<file path="config.mk">
export PLATFORM = sky130hd
export DESIGN_NAME = gen_sequencer
export DESIGN_NICKNAME = d
export VERILOG_FILES = /design/src/rtl/gen_seq_pkg.sv /design/src/rtl/gen_sequencer_watchdog.sv /design/src/rtl/gen_sequencer.sv
export SDC_FILE = /design/constraint.sdc
export NUM_CORES = 1
export LEC_CHECK = 0
export ABC_AREA = 1
export ABC_CLOCK_PERIOD_IN_PS = 3810
export CORE_UTILIZATION = 28
export CTS_CLUSTER_SIZE = 14
export DETAILED_ROUTE_END_ITERATION = 10
export PLACE_DENSITY = 0.55
export SLEW_MARGIN = 40
export SYNTH_ARGS = -nofsm -noshare
export SYNTH_HDL_FRONTEND = slang
export SYNTH_HIERARCHICAL = 1
export SYNTH_SLANG_ARGS = --single-unit
</file>
<file path="constraint.sdc">
create_clock -name clk_in -period 3.81 [get_ports clk_in]
set_input_delay 0.762 -clock clk_in [delete_from_list [all_inputs] [get_ports clk_in]]
set_output_delay 0.762 -clock clk_in [all_outputs]
set_load 0.01 [all_outputs]
</file>
<file path="src/rtl/gen_seq_pkg.sv">
// gen_seq_pkg: shared types and helpers for the generation sequencer.
// Exports state_t, mode_t, MAX_AGENTS and the mode/step launch qualifier.
package gen_seq_pkg;

    typedef enum logic [1:0] {
        IDLE = 2'd0,
        RUN  = 2'd1,
        SWAP = 2'd2
    } state_t;

    typedef enum logic [1:0] {
        MODE_PAUSE = 2'd0,
        MODE_RUN   = 2'd1,
        MODE_STEP  = 2'd2
    } mode_t;

    localparam int unsigned MAX_AGENTS = 8;

    // Mode 3 is reserved and falls through as PAUSE.
    function automatic logic mode_go(
        input logic [1:0] mode,
        input logic       step_pend
    );
        logic go;
        go = 1'b0;
        unique case (1'b1)
            (mode == MODE_RUN):  go = 1'b1;
            (mode == MODE_STEP): go = step_pend;
            default:             go = 1'b0;
        endcase
        return go;
    endfunction

endpackage

</file>
<file path="src/rtl/gen_sequencer_watchdog.sv">
// gen_watchdog: counts RUN cycles and pulses expire on the last allowed one.
// Ports: clk_i, rst_ni, clear_i (restart), enable_i (in RUN) -> expire_o.
module gen_watchdog #(
    parameter int unsigned TIMEOUT_CYCLES = 50
) (
    input  logic clk_i,
    input  logic rst_ni,
    input  logic clear_i,
    input  logic enable_i,
    output logic expire_o
);

    localparam int unsigned TW = $clog2(TIMEOUT_CYCLES + 1);
    localparam logic [TW-1:0] LAST = TW'(TIMEOUT_CYCLES - 1);

    logic [TW-1:0] timer_q;
    logic [TW-1:0] timer_d;

    // Saturate at LAST so a held enable never wraps back to zero.
    always_comb begin
        timer_d = timer_q;
        if (clear_i) begin
            timer_d = '0;
        end else if (enable_i && (timer_q != LAST)) begin
            timer_d = timer_q + 1'b1;
        end
    end

    always_ff @(posedge clk_i or negedge rst_ni) begin
        if (!rst_ni) begin
            timer_q <= '0;
        end else begin
            timer_q <= timer_d;
        end
    end

    assign expire_o = enable_i && (timer_q == LAST);

endmodule

</file>
<file path="src/rtl/gen_sequencer.sv">
// gen_sequencer: launches agents each generation, collects dones, swaps buffers.
// Ports: mode/step/frame_tick/mask/done/buf_ready in; start/swap/gen_count/busy/timeout out.
module gen_sequencer
    import gen_seq_pkg::*;
#(
    parameter int unsigned NUM_AGENTS     = 2,
    parameter int unsigned GEN_W          = 16,
    parameter int unsigned TIMEOUT_CYCLES = 0,
    parameter bit          SYNC_TO_FRAME  = 1'b1
) (
    input  logic                  clk_in,
    input  logic                  rst_n_in,
    input  logic [1:0]            mode_in,
    input  logic                  step_in,
    input  logic                  frame_tick_in,
    input  logic [NUM_AGENTS-1:0] agent_mask_in,
    input  logic [NUM_AGENTS-1:0] done_in,
    input  logic                  buf_ready_in,
    output logic [NUM_AGENTS-1:0] start_out,
    output logic                  buf_swap_out,
    output logic [GEN_W-1:0]      gen_count_out,
    output logic                  busy_out,
    output logic                  timeout_out
);

    state_t state_q;
    state_t state_d;

    logic [NUM_AGENTS-1:0] mask_snap_q;
    logic [NUM_AGENTS-1:0] mask_snap_d;
    logic [NUM_AGENTS-1:0] done_latch_q;
    logic [NUM_AGENTS-1:0] done_latch_d;
    logic [NUM_AGENTS-1:0] start_q;
    logic [NUM_AGENTS-1:0] start_d;
    logic                  step_pend_q;
    logic                  step_pend_d;
    logic                  tick_pend_q;
    logic                  tick_pend_d;
    logic                  swap_q;
    logic                  swap_d;
    logic [GEN_W-1:0]      gen_q;
    logic [GEN_W-1:0]      gen_d;
    logic                  busy_q;
    logic                  busy_d;
    logic                  to_q;
    logic                  to_d;

    logic                  step_eff;
    logic                  tick_eff;
    logic                  frame_ok;
    logic                  launch;
    logic [NUM_AGENTS-1:0] done_hit;
    logic                  complete;
    logic                  swap_ack;
    logic                  expire;

    // Same-cycle pulses count toward the launch they coincide with.
    assign step_eff = step_pend_q | step_in;
    assign tick_eff = tick_pend_q | frame_tick_in;
    assign frame_ok = (SYNC_TO_FRAME == 1'b0) || tick_eff;

    assign launch = (state_q == IDLE)
                 && (|agent_mask_in)
                 && mode_go(mode_in, step_eff)
                 && frame_ok;

    assign done_hit = done_in & mask_snap_q;
    assign complete = ((done_latch_q | done_hit) == mask_snap_q);
    assign swap_ack = swap_q & buf_ready_in;

    if (TIMEOUT_CYCLES > 0) begin : g_wd
        gen_watchdog #(
            .TIMEOUT_CYCLES(TIMEOUT_CYCLES)
        ) u_wd (
            .clk_i    (clk_in),
            .rst_ni   (rst_n_in),
            .clear_i  (launch),
            .enable_i (state_q == RUN),
            .expire_o (expire)
        );
    end else begin : g_no_wd
        assign expire = 1'b0;
    end

    always_ff @(posedge clk_in or negedge rst_n_in) begin
        if (!rst_n_in) begin
            state_q <= IDLE;
        end else begin
            state_q <= state_d;
        end
    end

    // Completion is checked before expiry so a last-cycle finish still swaps.
    always_comb begin
        state_d = state_q;
        unique case (state_q)
            IDLE: begin
                if (launch) begin
                    state_d = RUN;
                end
            end
            RUN: begin
                if (complete) begin
                    state_d = SWAP;
                end else if (expire) begin
                    state_d = IDLE;
                end
            end
            SWAP: begin
                if (swap_ack) begin
                    state_d = IDLE;
                end
            end
            default: state_d = IDLE;
        endcase
    end

    always_comb begin
        start_d      = '0;
        swap_d       = swap_q;
        gen_d        = gen_q;
        to_d         = to_q;
        mask_snap_d  = mask_snap_q;
        done_latch_d = done_latch_q;
        step_pend_d  = step_eff;
        tick_pend_d  = tick_eff;

        if (launch) begin
            mask_snap_d  = agent_mask_in;
            start_d      = agent_mask_in;
            done_latch_d = '0;
            step_pend_d  = 1'b0;
            tick_pend_d  = 1'b0;
        end

        if (state_q == RUN) begin
            done_latch_d = done_latch_q | done_hit;
            if (complete) begin
                swap_d = 1'b1;
            end else if (expire) begin
                to_d         = 1'b1;
                done_latch_d = '0;
            end
        end

        if ((state_q == SWAP) && swap_ack) begin
            swap_d = 1'b0;
            gen_d  = gen_q + 1'b1;
        end

        busy_d = (state_d != IDLE);
    end

    always_ff @(posedge clk_in or negedge rst_n_in) begin
        if (!rst_n_in) begin
            mask_snap_q  <= '0;
            done_latch_q <= '0;
            start_q      <= '0;
            step_pend_q  <= 1'b0;
            tick_pend_q  <= 1'b0;
            swap_q       <= 1'b0;
            gen_q        <= '0;
            busy_q       <= 1'b0;
            to_q         <= 1'b0;
        end else begin
            mask_snap_q  <= mask_snap_d;
            done_latch_q <= done_latch_d;
            start_q      <= start_d;
            step_pend_q  <= step_pend_d;
            tick_pend_q  <= tick_pend_d;
            swap_q       <= swap_d;
            gen_q        <= gen_d;
            busy_q       <= busy_d;
            to_q         <= to_d;
        end
    end

    assign start_out     = start_q;
    assign buf_swap_out  = swap_q;
    assign gen_count_out = gen_q;
    assign busy_out      = busy_q;
    assign timeout_out   = to_q;

endmodule

</file>
==> impl_metrics.json <==
{
  "clock-sinks": 28,
  "avgSynthCellArea_um2": 9.00,
  "overflow": 0,
  "rows": 25,
  "cp.required_ps": 3990,
  "r2r-start": "gen_count_out[0]$_DFFE_PN0P_",
  "clk_pin_slew_ps": 100,
  "n_fill_cell": 513,
  "hold_buffers": 0,
  "drtAntennaViolNets": 0,
  "track_usage": 0.115,
  "hold_path_class": "reg -> reg",
  "crit_start": "mode_in[0]",
  "critPathBufInv": 3,
  "crit_path_end_kind": "flip-flop",
  "holdCritStartpoint": "step_pend_q$_DFF_PN0_",
  "multi_input_area_um2": 643,
  "dp_hpwl_um": 2040,
  "rsz0062_at_grt": "no",
  "gp_congestion": 0.719,
  "insertion_delay_ps": 280,
  "grt_pass1_vias": 998,
  "crit_path_max_incr_delay_ps": 480,
  "regArea_um2": 701,
  "synth_warnings": 6,
  "cts_tree": "yes",
  "min_period_ps": 2190,
  "tns_ps": 0,
  "ir_worst_vdd_uv": 163,
  "drive_gt1_frac": 0.146,
  "cts_resized": 0,
  "switchingPower_w": 0.000311,
  "slew_violations": 0,
  "grt_max_degree": 29,
  "syn_nets": 173,
  "ys_seq_elements": 28,
  "crit_fanout": 11,
  "seq_power_share": 0.474,
  "period_share": 0.576,
  "grt_pass1_wl_um": 4750,
  "worstSetupPathType": "in -> reg",
  "fmax_ghz": 0.456,
  "final_core_util": 0.387,
  "fin_worst_skew_ps": 2.49,
  "drt_iter0_drc": 49,
  "antenna_found_initial": 0,
  "core_region_area_um2": 4820,
  "initial_utilization": 0.297,
  "p_comb_frac": 0.314,
  "power_density_nw_per_um2": 482,
  "ios": 32,
  "switching_share": 0.346,
  "worstPathCellList": "clkdlybuf4s50_1 > inv_1 > ha_1 > nor3_2 > nand3b_1 > o21ai_1 > inv_2",
  "post_dp_cell_area_um2": 1810,
  "hold_viol_final": 0,
  "cp_slowest_cell": "clkdlybuf4s50_1",
  "final_area_um2": 1870,
  "firstDrtPassIters": 4,
  "die_width_um": 73.5,
  "internal-power_w": 0.000588,
  "syn_inst": 159,
  "wl_per_cell_um": 10.4,
  "nets": 207,
  "drc": 0,
  "cts-buffers-inserted": 3,
  "die_h_um": 73.5,
  "antennaDiodeCount": 0,
  "crit_family": "buffers and inverters",
  "clock_power_share": 0.212,
  "portBuffers": 30,
  "wl_um": 2700,
  "htree_levels": 1,
  "root_buffer": "clkbuf_8",
  "syn2layout_area_growth_pct": 30.3,
  "dr_total_vias": 1074,
  "leakage_nw": 0.884,
  "status": "completed",
  "post_cts_buffers": 0,
  "syn-cell-area_um2": 1430,
  "drt-vias-per-instance": 4.15,
  "dieArea_um2": 5400,
  "holdWs_ps": 499,
  "arrival_ps": 2380,
  "cp-start-kind": "input pin",
  "ys_types": 25,
  "ys_seq_area_frac": 0.490,
  "clock_path_buffers": 2,
  "maxCapViolations": 0,
  "setup_violations": 0
}
registers in the layout, indices dropped and copies added (netlist names):
| signal | cells |
|---|---|
| step_pend_q | 1 |
| buf_swap_out | 1 |
| state_q | 2 |
| mask_snap_q | 2 |
| start_out | 2 |
| done_latch_q | 2 |
| busy_out | 1 |
| tick_pend_q | 1 |
| gen_count_out | 16 |
synth_stat cells, drive strengths merged:
cell type | number | area [µm²]
nand2 | 46 | 183
dfrtp | 28 | 701
nor2 | 21 | 138
inv | 20 | 75.1
nand3 | 8 | 65.1
o21ai | 8 | 40.0
xor2 | 8 | 70.1
ha | 3 | 37.5
nand3b | 3 | 22.5
nand4 | 3 | 18.8
xnor2 | 3 | 26.3
buf | 2 | 12.5
nor3 | 2 | 20.0
a21oi | 1 | 5.00
conb | 1 | 3.75
o211ai | 1 | 7.51
or2 | 1 | 6.26
cells by family (layout without fill, tap and decap cells):
kind of cell / count (synthesis) / in the layout / share of synthesized area
adder cells (fa/ha/maj): 3 / 3 / 0.0262
XOR/XNOR: 11 / 11 / 0.0673
flip-flops: 28 / 28 / 0.490
AO/OA/AOI/OAI: 10 / 10 / 0.0367
buffers and inverters: 22 / 55 / 0.0612
AND/OR/NAND/NOR: 84 / 84 / 0.316
other: 1 / 1 / 0.00262
tightest hold or removal path: stages, from the launching register on:
cell     delay [ps]
dfrtp_1         360
o21ai_1          70
inv_2            40
final timing paths:
path                                                 end  slack (ps)  cells after the start
max in group asynchronous  gen_count_out[11]$_DFFE_PN0P_        2680                      2
min reg2reg                        step_pend_q$_DFF_PN0_         500                      2
min                                step_pend_q$_DFF_PN0_         500                      2
max                                step_pend_q$_DFF_PN0_        1620                      7
min in group asynchronous   gen_count_out[1]$_DFFE_PN0P_         860                      2
max reg2reg                gen_count_out[12]$_DFFE_PN0P_        2410                      8
per-layer routing:
layer,GRT usage,routed length (µm),part of all wire
met3,0.0165,69,0.026
met2,0.160,1150,0.43
met1,0.173,1420,0.53
met5,0,0,0
met4,0.0513,60,0.022
placed cells by master (no fill, tap or decap), types with 4 or more instances in the layout:
master,n
nand2_2,4
nor2_2,5
inv_2,4
nor2_4,4
dfrtp_1,28
inv_1,16
o21ai_0,5
clkbuf_8,4
nand2_1,42
clkdlybuf4s50_1,30
nand3_1,6
xor2_1,8
nor2_1,11
final cells by class:
class,count,share of cell area
sequential,28,0.376
tap,67,0.0449
multi-input combinational,109,0.345
timing repair buffer,31,0.165
clock buffer,4,0.0295
inverter,20,0.0402
power groups by stage:
stage / sequential [W] / combinational, W / clock [W]
floorplan: 0.000436 / 0.000167 / 0
global placement: 0.000433 / 0.000281 / 0
detailed placement: 0.000432 / 0.000287 / 0
CTS: 0.000427 / 0.000288 / 0.000199
global route: 0.000437 / 0.000319 / 0.000204
finish: 0.000426 / 0.000282 / 0.000190
per-stage QoR:
step / worst slack, ps / cells / power, W
3_3_place_gp: 1360 / 255 / 0.000714
2_1_floorplan: 2040 / 159 / 0.000603
5_1_grt: 1430 / 259 / 0.000960
3_5_place_dp: 1310 / 255 / 0.000719
4_1_cts: 1600 / 259 / 0.000913
6_report: 1620 / 259 / 0.000899
Note: power is estimated with default switching activity, not from simulation.
